[config.mk]
export PLATFORM = sky130hd
export DESIGN_NAME = dac_spi_driver
export DESIGN_NICKNAME = d
export VERILOG_FILES = /design/src/rtl/dac_spi_driver.sv
export SDC_FILE = /design/constraint.sdc
export NUM_CORES = 1
export LEC_CHECK = 0
export CAP_MARGIN = 20
export CORE_MARGIN = 10
export CORE_UTILIZATION = 36
export DETAILED_ROUTE_END_ITERATION = 16
export GPL_TIMING_DRIVEN = 0
export PLACE_DENSITY = 0.66
export SLEW_MARGIN = 30
export SYNTH_ARGS = -nofsm -noshare
export SYNTH_HDL_FRONTEND = slang
export SYNTH_SLANG_ARGS = --single-unit
[constraint.sdc]
create_clock -name sys_clk_i -period 2.1 [get_ports sys_clk_i]
set_input_delay 0.21 -clock sys_clk_i [delete_from_list [all_inputs] [get_ports sys_clk_i]]
set_output_delay 0.21 -clock sys_clk_i [all_outputs]
set_load 0.005 [all_outputs]
[src/rtl/dac_spi_driver.sv]
// Dual-channel SPI DAC driver: shifts two 16-bit command words (channel A then B),
// then pulses LDAC so both DAC outputs update together.
module dac_spi_driver #(
    parameter int CLK_DIV = 4,
    parameter int CS_GAP  = 2
) (
    input  logic        sys_clk_i,
    input  logic        sys_rst_i,
    input  logic        ds_en_i,
    input  logic        ds_start_i,
    input  logic [11:0] ds_ch1_i,
    input  logic [11:0] ds_ch2_i,
    output logic        ds_sck_o,
    output logic        ds_sdi_o,
    output logic        ds_cs_n_o,
    output logic        ds_ldac_n_o,
    output logic        ds_busy_o,
    output logic        ds_done_o,
    output logic [7:0]  ds_drop_cnt_o
);

    typedef enum logic [2:0] {
        S_IDLE,
        S_FRAME_A,
        S_GAP_A,
        S_FRAME_B,
        S_GAP_B,
        S_LDAC,
        S_DONE
    } state_t;

    // Within a frame: sck-low half, sck-high half, and the closing hold after bit 0.
    typedef enum logic [1:0] {
        PH_LO,
        PH_HI,
        PH_TAIL
    } phase_t;

    localparam logic [7:0] HALF_LOAD = 8'(CLK_DIV - 1);
    localparam logic [7:0] GAP_LOAD  = 8'(CS_GAP - 1);

    state_t      state_reg, state_next;
    phase_t      phase_reg, phase_next;
    logic [7:0]  hcnt_reg, hcnt_next;
    logic [3:0]  bcnt_reg, bcnt_next;
    logic [15:0] shift_reg, shift_next;
    logic [11:0] ch2_reg, ch2_next;
    logic [7:0]  drop_reg, drop_next;

    logic sck_reg, sdi_reg, cs_n_reg, ldac_n_reg, busy_reg, done_reg;
    logic sck_next, sdi_next, cs_n_next, ldac_n_next, busy_next, done_next;
    logic in_frame_next;

    always_comb begin
        state_next = state_reg;
        phase_next = phase_reg;
        hcnt_next  = hcnt_reg;
        bcnt_next  = bcnt_reg;
        shift_next = shift_reg;
        ch2_next   = ch2_reg;
        drop_next  = drop_reg;

        // Any start that finds the engine busy is lost and counted (saturating).
        if (ds_start_i && ds_en_i && (state_reg != S_IDLE) && (drop_reg != 8'hFF))
            drop_next = drop_reg + 8'd1;

        case (state_reg)
            S_IDLE: begin
                if (ds_start_i && ds_en_i) begin
                    state_next = S_FRAME_A;
                    phase_next = PH_LO;
                    hcnt_next  = HALF_LOAD;
                    bcnt_next  = 4'd15;
                    shift_next = {1'b0, 3'b111, ds_ch1_i};
                    ch2_next   = ds_ch2_i;
                end
            end
            S_FRAME_A, S_FRAME_B: begin
                if (hcnt_reg != 8'd0) begin
                    hcnt_next = hcnt_reg - 8'd1;
                end else begin
                    hcnt_next = HALF_LOAD;
                    case (phase_reg)
                        PH_LO: phase_next = PH_HI;
                        PH_HI: begin
                            // Advance data on the falling sck so it is stable at the next rise.
                            if (bcnt_reg == 4'd0) begin
                                phase_next = PH_TAIL;
                            end else begin
                                phase_next = PH_LO;
                                bcnt_next  = bcnt_reg - 4'd1;
                                shift_next = {shift_reg[14:0], 1'b0};
                            end
                        end
                        default: begin
                            state_next = (state_reg == S_FRAME_A) ? S_GAP_A : S_GAP_B;
                            hcnt_next  = GAP_LOAD;
                        end
                    endcase
                end
            end
            S_GAP_A: begin
                if (hcnt_reg != 8'd0) begin
                    hcnt_next = hcnt_reg - 8'd1;
                end else begin
                    state_next = S_FRAME_B;
                    phase_next = PH_LO;
                    hcnt_next  = HALF_LOAD;
                    bcnt_next  = 4'd15;
                    shift_next = {1'b1, 3'b111, ch2_reg};
                end
            end
            S_GAP_B: begin
                if (hcnt_reg != 8'd0) begin
                    hcnt_next = hcnt_reg - 8'd1;
                end else begin
                    state_next = S_LDAC;
                    hcnt_next  = HALF_LOAD;
                end
            end
            S_LDAC: begin
                if (hcnt_reg != 8'd0) hcnt_next = hcnt_reg - 8'd1;
                else                  state_next = S_DONE;
            end
            S_DONE:  state_next = S_IDLE;
            default: state_next = S_IDLE;
        endcase
    end

    // Pin values are decoded from the next state so the registered pins line up with the state.
    always_comb begin
        in_frame_next = (state_next == S_FRAME_A) || (state_next == S_FRAME_B);
        sck_next      = in_frame_next && (phase_next == PH_HI);
        sdi_next      = in_frame_next ? shift_next[15] : 1'b0;
        cs_n_next     = !in_frame_next;
        ldac_n_next   = (state_next != S_LDAC);
        busy_next     = (state_next != S_IDLE);
        done_next     = (state_next == S_DONE);
    end

    always_ff @(posedge sys_clk_i or negedge sys_rst_i) begin
        if (!sys_rst_i) begin
            state_reg  <= S_IDLE;
            phase_reg  <= PH_LO;
            hcnt_reg   <= 8'd0;
            bcnt_reg   <= 4'd0;
            shift_reg  <= 16'd0;
            ch2_reg    <= 12'd0;
            drop_reg   <= 8'd0;
            sck_reg    <= 1'b0;
            sdi_reg    <= 1'b0;
            cs_n_reg   <= 1'b1;
            ldac_n_reg <= 1'b1;
            busy_reg   <= 1'b0;
            done_reg   <= 1'b0;
        end else begin
            state_reg  <= state_next;
            phase_reg  <= phase_next;
            hcnt_reg   <= hcnt_next;
            bcnt_reg   <= bcnt_next;
            shift_reg  <= shift_next;
            ch2_reg    <= ch2_next;
            drop_reg   <= drop_next;
            sck_reg    <= sck_next;
            sdi_reg    <= sdi_next;
            cs_n_reg   <= cs_n_next;
            ldac_n_reg <= ldac_n_next;
            busy_reg   <= busy_next;
            done_reg   <= done_next;
        end
    end

    assign ds_sck_o      = sck_reg;
    assign ds_sdi_o      = sdi_reg;
    assign ds_cs_n_o     = cs_n_reg;
    assign ds_ldac_n_o   = ldac_n_reg;
    assign ds_busy_o     = busy_reg;
    assign ds_done_o     = done_reg;
    assign ds_drop_cnt_o = drop_reg;

endmodule

# Word-level counts from Yosys, hierarchy flattened
# Index checks and enable logic that the tools add are counted.
[totals]
regBits = 59
inputBits = 28
word_cells = 88
[classes]
n_addsub = 3
eq_ne = 18
mux = 33
reduce_logical = 20
[op_table]
columns = ["operator", "n"]
rows = [
  ["$mux W16", 5],
  ["$pmux W16 S3", 1],
  ["$mux W8", 4],
  ["$pmux W8 S4", 1],
  ["$mux W3", 7],
  ["$mux W4", 5],
  ["$pmux W3 S5", 1],
  ["$ne A2 B2 Y1 const B", 6],
  ["$pmux W4 S3", 1],
  ["$mux W2", 5],
  ["$eq A3 B2 Y1 const B", 3],
  ["$eq A3 B3 Y1 const B", 3],
  ["$reduce_bool A3 Y1", 3],
  ["$add A8 B1 Y8 const B", 1],
  ["$ne A8 B8 Y1 const B", 1],
  ["$reduce_bool A8 Y1", 1],
  ["$sub A8 B1 Y8 const B", 1],
  ["$eq A3 B1 Y1 const B", 2],
  ["$pmux W2 S3", 1],
  ["$reduce_and A6 Y1", 1],
  ["$reduce_or A2 Y1", 3],
  ["$eq A2 B1 Y1 const B", 2],
  ["$logic_and A1 B1 Y1", 4],
  ["$logic_not A4 Y1", 1],
  ["other kinds (11)", 11],
]

# Longest topological paths before layout
[logic_depth]
ltp_word = 8
depth_mapped = 8
mapped_depth_nobuf = 6

# Worst setup path after synthesis
# No wires, ideal clock.
[synth_path]
path_type = "register to register"
start = "register hcnt_reg[0]"
end = "register shift_reg[10]"
t_arrival_ns = 2.116
required_ns = 1.974
slack_ns = -0.142
stages_incl_launch_ff = 8
n_path_buf = 1
period_less_slack_ns = 2.242
path_cell_list = "dfrtp_1 inv_1 ha_1 or4b_4 o31ai_4 nand3_4 buf_6 a221o_1"
[synth_between]
elab_chain_len = 3
[synth_rtl]
columns = ["element", "line", "source"]
rows = [
  ["start: declaration", "44", "logic [7:0] hcnt_reg, hcnt_next;"],
  ["start signal: assignment", "159", "hcnt_reg <= hcnt_next;"],
  ["$reduce_bool A8 Y1 (*)", "79, 103", ""],
  ["$ne A2 B2 Y1 (no source line)", "--", ""],
  ["$reduce_and A6 Y1 (no source line) (*)", "--", ""],
  ["end signal: assignment", "161", "shift_reg <= shift_next;"],
  ["end: declaration", "46", "logic [15:0] shift_reg, shift_next;"],
]
# Every way passes the cells marked *; elsewhere a longest branch is shown, timed or not.
# A chain may end at the register's enable or synchronous reset.

# Final worst setup path
[layout_path]
start = "register hcnt_reg[0]"
end = "register shift_reg[9]"
# The elaborated chain is that of the path after synthesis.

==> flow_metrics.tcl <==
set metrics [dict create \
    status "finished with violations" \
    violations "negative setup slack" \
    die_h_um 112 \
    wirelength_um 7710 \
    clkTransAtPathRegs_ns 0.08 \
    min_period_ns 2.20 \
    post_drt_wl_per_cell_um 16.6 \
    boundaryPins 42 \
    ys_warn_count 0 \
    avgSynthCellArea_um2 10.6 \
    drc 0 \
    cp.arrival_ns 2.41 \
    worst_setup_path_start_kind "flop" \
    antenna_found_initial 0 \
    cp-startpoint "hcnt_reg[0]" \
    hpwl_um 5340 \
    grt_usage 0.121 \
    worst_pin_slew_ns 0.660 \
    die_w_um 112 \
    nets 387 \
    syn_nets 320 \
    cts_tree "yes" \
    cts_root_buf "clkbuf_8" \
    synth-seq-area-share 0.485 \
    timing.final.ws_setup_ns -0.105 \
    rsz0062_at_grt "yes" \
    ant_nets 0 \
    syn_inst 287 \
    required_ns 2.30 \
    area_growth_pct 32.1 \
    grt_overflow 0 \
    htreeDepth 3 \
    synth-edff-count 0 \
    fp-row-count 33 \
    power_mw 4.90 \
    die_area_um2 12600 \
    cts_buffers 9 \
    fin_skew_ns 0.0187 \
    largest_reg_flops 16 \
    min_period_over_period 1.05 \
    layout_common_cells "56 x dfrtp_1, 40 x clkdlybuf4s50_1, 15 x a22o_1" \
    yosysTopAreaCellShare 0.468 \
    crit-reg2reg-launch "hcnt_reg[0]" \
    dp.cells 434 \
    synth_top_cell_by_area "dfrtp_1" \
    clockBufferDepth 2 \
    hold_viol 0 \
    yosys-top-cells-area "dfrtp_1 47%, mux2_2 4.8%, a221o_1 4.6%, a22o_1 4.3%, ha_1 2.1%" \
    grt_pass1_wl_um 12800 \
    peakVddDrop_uv 582 \
    min_path_type "in -> async" \
    gp_congestion 0.889 \
    max_cap_violations 0 \
    p_per_area_nw_per_um2 1220 \
    drt-vias-per-instance 5.51 \
    drtIter0Drc 205 \
    coreArea_um2 8220 \
    first_global_vias 2553 \
    route.vias.total 2555 \
    layout.cells.non_filler 464 \
    fmax_mhz 454 \
    dr.pass1.iters 4 \
    grt_max_degree 39 \
    end_kind "flop" \
    mostFrequentLayoutCell "dfrtp_1" \
    power_leakage_nw 1.67 \
    cts.sinks 59 \
    synth_area_um2 3050 \
    setup_viol 19 \
    ys_ff_latch 59 \
    worstSkewPairLatency_ns 0.34 \
    fin_util 0.490 \
    ys_types 52 \
    start_util 0.371 \
    critPathKind "reg -> reg" \
    diodes 0 \
    drv_slew 0 \
    worstPathMaxFanout 5 \
    tns_ns -1.26 \
    relSlewSlack 0.558 \
    io_buffers 41 \
    synthFlopType "dfrtp_1" \
    drive_gt1_frac 0.212 \
    async_flop_share 1.00 \
]
==> logic make-up (layout without fill, tap and decap cells) <==
family,after synthesis,after routing,share of synthesized area
AOI/OAI and AO/OA,86,86,0.221
and+or+nand+nor,85,85,0.160
DFF,59,59,0.485
buffers and inverters,31,103,0.0414
muxes,14,14,0.0513
xor gates and xnor gates,7,7,0.0201
adders and majority gates,5,5,0.0205
==> through the flow <==
stage	hold WS (ns)	worst slack (ns)	area, µm²
finish	0.291	-0.105	4030
global route	0.291	-0.175	4030
CTS	0.293	-0.134	3950
detailed placement	0.123	-0.315	3630
global placement	0.472	-1.11	3610
floorplan	-0.0856	-0.0425	3070
==> final cells by class <==
class	instances	area [µm²]
multi-input combinational	197	1540
buffer	16	85.1
clock inverter	1	7.51
clock buffer	15	186
sequential	59	1480
fill	731	4190
tap	105	131
timing repair buffer	57	551
inverter	14	52.6
==> per-layer routing <==
layer	vias to the layer above	GRT usage	share of wire
met5	-	0	0
met4	0	0.0482	0.016
met3	10	0.0330	0.051
met2	67	0.178	0.46
met1	1247	0.163	0.48
li1	1231	-	-
==> power by group <==
part,internal [mW],switching [mW]
Sequential,1.59,0.346
Combinational,0.998,0.958
Clock,0.560,0.448
Total,3.15,1.75
==> worst paths after layout <==
kind | end | slack [ns] | cells past startpoint
worst min register to register | shift_reg[15] | 0.48 | 2
worst max register to register | shift_reg[9] | -0.10 | 7
worst max-delay path | shift_reg[9] | -0.10 | 7
max in group asynchronous | ch2_reg[7] | 1.30 | 3
worst min-delay path | hcnt_reg[4] | 0.29 | 2
min in group sys_clk_i | shift_reg[15] | 0.48 | 2
==> timing repair <==
action	4_1_cts	5_1_grt
cloned	1	0
gates resized for setup	20	12
pin swaps	4	6
setup endpoints to repair	46	48
buffers inserted	9	4
endpoints found under the hold margin	19	0
hold buffers	1	0
==> Yosys cell counts, drive strengths merged (2+ instances only) <==
| library cell | instances |
|---|---|
| or3 | 2 |
| clkbuf | 14 |
| and2 | 6 |
| a21o | 3 |
| buf | 3 |
| or3b | 3 |
| inv | 14 |
| ha | 5 |
| a41oi | 2 |
| nand3 | 11 |
| nor4 | 4 |
| a31oi | 6 |
| a221o | 14 |
| a21oi | 11 |
| nand2 | 9 |
| xor2 | 6 |
| o211ai | 8 |
| a211oi | 4 |
| a311o | 2 |
| o21ai | 9 |
| nor2 | 16 |
| nor3 | 11 |
| mux2 | 13 |
| nor3b | 2 |
| nand4 | 8 |
| dfrtp | 57 |
| nor2b | 2 |
| and3 | 4 |
| dfstp | 2 |
| o31ai | 3 |
| a22o | 15 |
==> worst max-delay path: stages, from the launching register on <==
cell and delay [ns]:
dfrtp_2 0.42, inv_2 0.08, ha_4 0.15, or4b_4 0.50, o31ai_4 0.31, nand3_4 0.15
buf_6 0.15, a221o_1 0.30
Power figures use the tool's default switching activity.
==> patch, RTL diff (config.mk and constraints unchanged) <==
Reset style: synchronous (`sys_rst_i`), changed in one clocked block.
--- a/src/rtl/dac_spi_driver.sv
+++ b/src/rtl/dac_spi_driver.sv
@@ -138,7 +138,7 @@
         done_next     = (state_next == S_DONE);
     end
 
-    always_ff @(posedge sys_clk_i or negedge sys_rst_i) begin
+    always_ff @(posedge sys_clk_i) begin
         if (!sys_rst_i) begin
             state_reg  <= S_IDLE;
             phase_reg  <= PH_LO;
Function: differs if sys_rst_i is asserted again (counterexample within 4 cycles, from zero or initial values and one cycle with sys_rst_i low); with sys_rst_i held inactive, the same outputs for 10 cycles.
==> patch against the unedited design <==
- sequential cell count unchanged
- global-route usage increased by 0.51 points
- routed wire length decreased by 8.9%
- synthesized area decreased by 9.8%
- cell count increased by 3.9%
- final area decreased by 12%
- count of clock-buffer cells in the layout decreased by 2
- setup slack improved by 0.22 ns
Power is not compared: it rests on default switching activity, and its combinational part moved more than twofold at a synthesized area within 25%.
==> patch: results (changes against the unedited design) <==
Reg2Reg Depth=8 (+1); share of layout cells above drive strength 1=14.1% (-7.1 points); number of global-route vias before repair=2371 (-7.1%); Total Wirelength=7020 um (-8.9%); synth top area cells=dfxtp_1 43%, nand2_1 7.0%, nor2_1 4.0%; post-CTS sizing=4 (-80%); Worst Path Max Fanout=10 (+5); CP max-delay cell=a2111oi_2; Hold Buf Count CTS=0 (-1); wire length on met1=3290 um (-11%); Mapped Nets=357 (+12%); worst r2r dst=shift_reg[7]; Placer Congestion=0.856 (-3.7%); fin nets=412 (+6.5%); multiplexer share of the synthesized area=0.364% (-4.8 points); sequential share of the synthesized area=42.9% (-5.6 points); slew margin rel.=63.5% (+7.7 points); CP arrival=2.21 ns (-0.20 ns); drt wl/cell=14.6 um (-12%); Initial DRC Count=138 (-33%); DP Wirelength=5040 um (-5.5%); setup bufs post-CTS=0 (-9); crit-path leading delay family=compound AO/OA/AOI/OAI gates; clk_skew=0.00706 ns (-0.0116 ns); TritonRoute pass-1 iters=5 (+1); commonest cells in the synthesized netlist=59 x dfxtp_1, 51 x nand2_1, 29 x nor2_1; Synth Area in XOR/XNOR=4.14% (+2.1 points); pin count of the biggest net entering global routing=11 (-72%); pre-CTS setup slack=-0.218 ns (+0.0976 ns); Placed Area=3290 um^2 (-9.4%); RR Startpoint=bcnt_reg[0]; Compound-Gate Fraction of Synth Area=20.9% (-1.2 points); M1 GR Usage=15.7% (-0.54 points); gr usage total=12.6% (+0.51 points); GR Layer Usage met3=3.35% (+0.052 points); Max stage delay on crit path=0.41 ns (-0.09 ns); vias=2476 (-3.1%); first-pass GRT wire length=11600 um (-9.0%); Fillers=688 (-5.9%); hold slack=0.412 ns (+0.121 ns); R2R Setup Slk=0.11 ns (+0.22 ns); Hold Path Class=in -> reg; syn avg cell area=8.52 um^2 (-20%); outcome=finished clean; Met3 Routed Length=277 um (-29%); Syn Std Cell Area=2750 um^2 (-9.8%); dpl cells=463 (+6.7%)
## patch: cell count changes in the layout (fill, tap and decap cells not counted), moves of 7 or more
| cell | before | now |
|---|---|---|
| a21oi_1 | 11 | 20 |
| a221o_1 | 14 | 0 |
| a22o_1 | 15 | 0 |
| a22oi_1 | 0 | 12 |
| buf_4 | 14 | 4 |
| dfrtp_1 | 56 | 0 |
| dfxtp_1 | 0 | 59 |
| mux2_2 | 13 | 0 |
| nand2_1 | 9 | 50 |
| nor2_1 | 14 | 29 |
| o211ai_1 | 8 | 1 |
| o21ai_0 | 5 | 16 |
| xnor2_1 | 1 | 8 |
## patch: layout make-up
type / count / area (um^2) / area share [%]
Inverter: 8 / 30.0 / 0.842
Clock buffer: 13 / 179 / 5.02
Tap cell: 99 / 124 / 3.47
Clock inverter: 3 / 20.0 / 0.562
Sequential cell: 59 / 1180 / 33.1
Multi-Input combinational cell: 237 / 1490 / 41.8
Timing Repair Buffer: 44 / 430 / 12.1
Buffer: 19 / 109 / 3.05
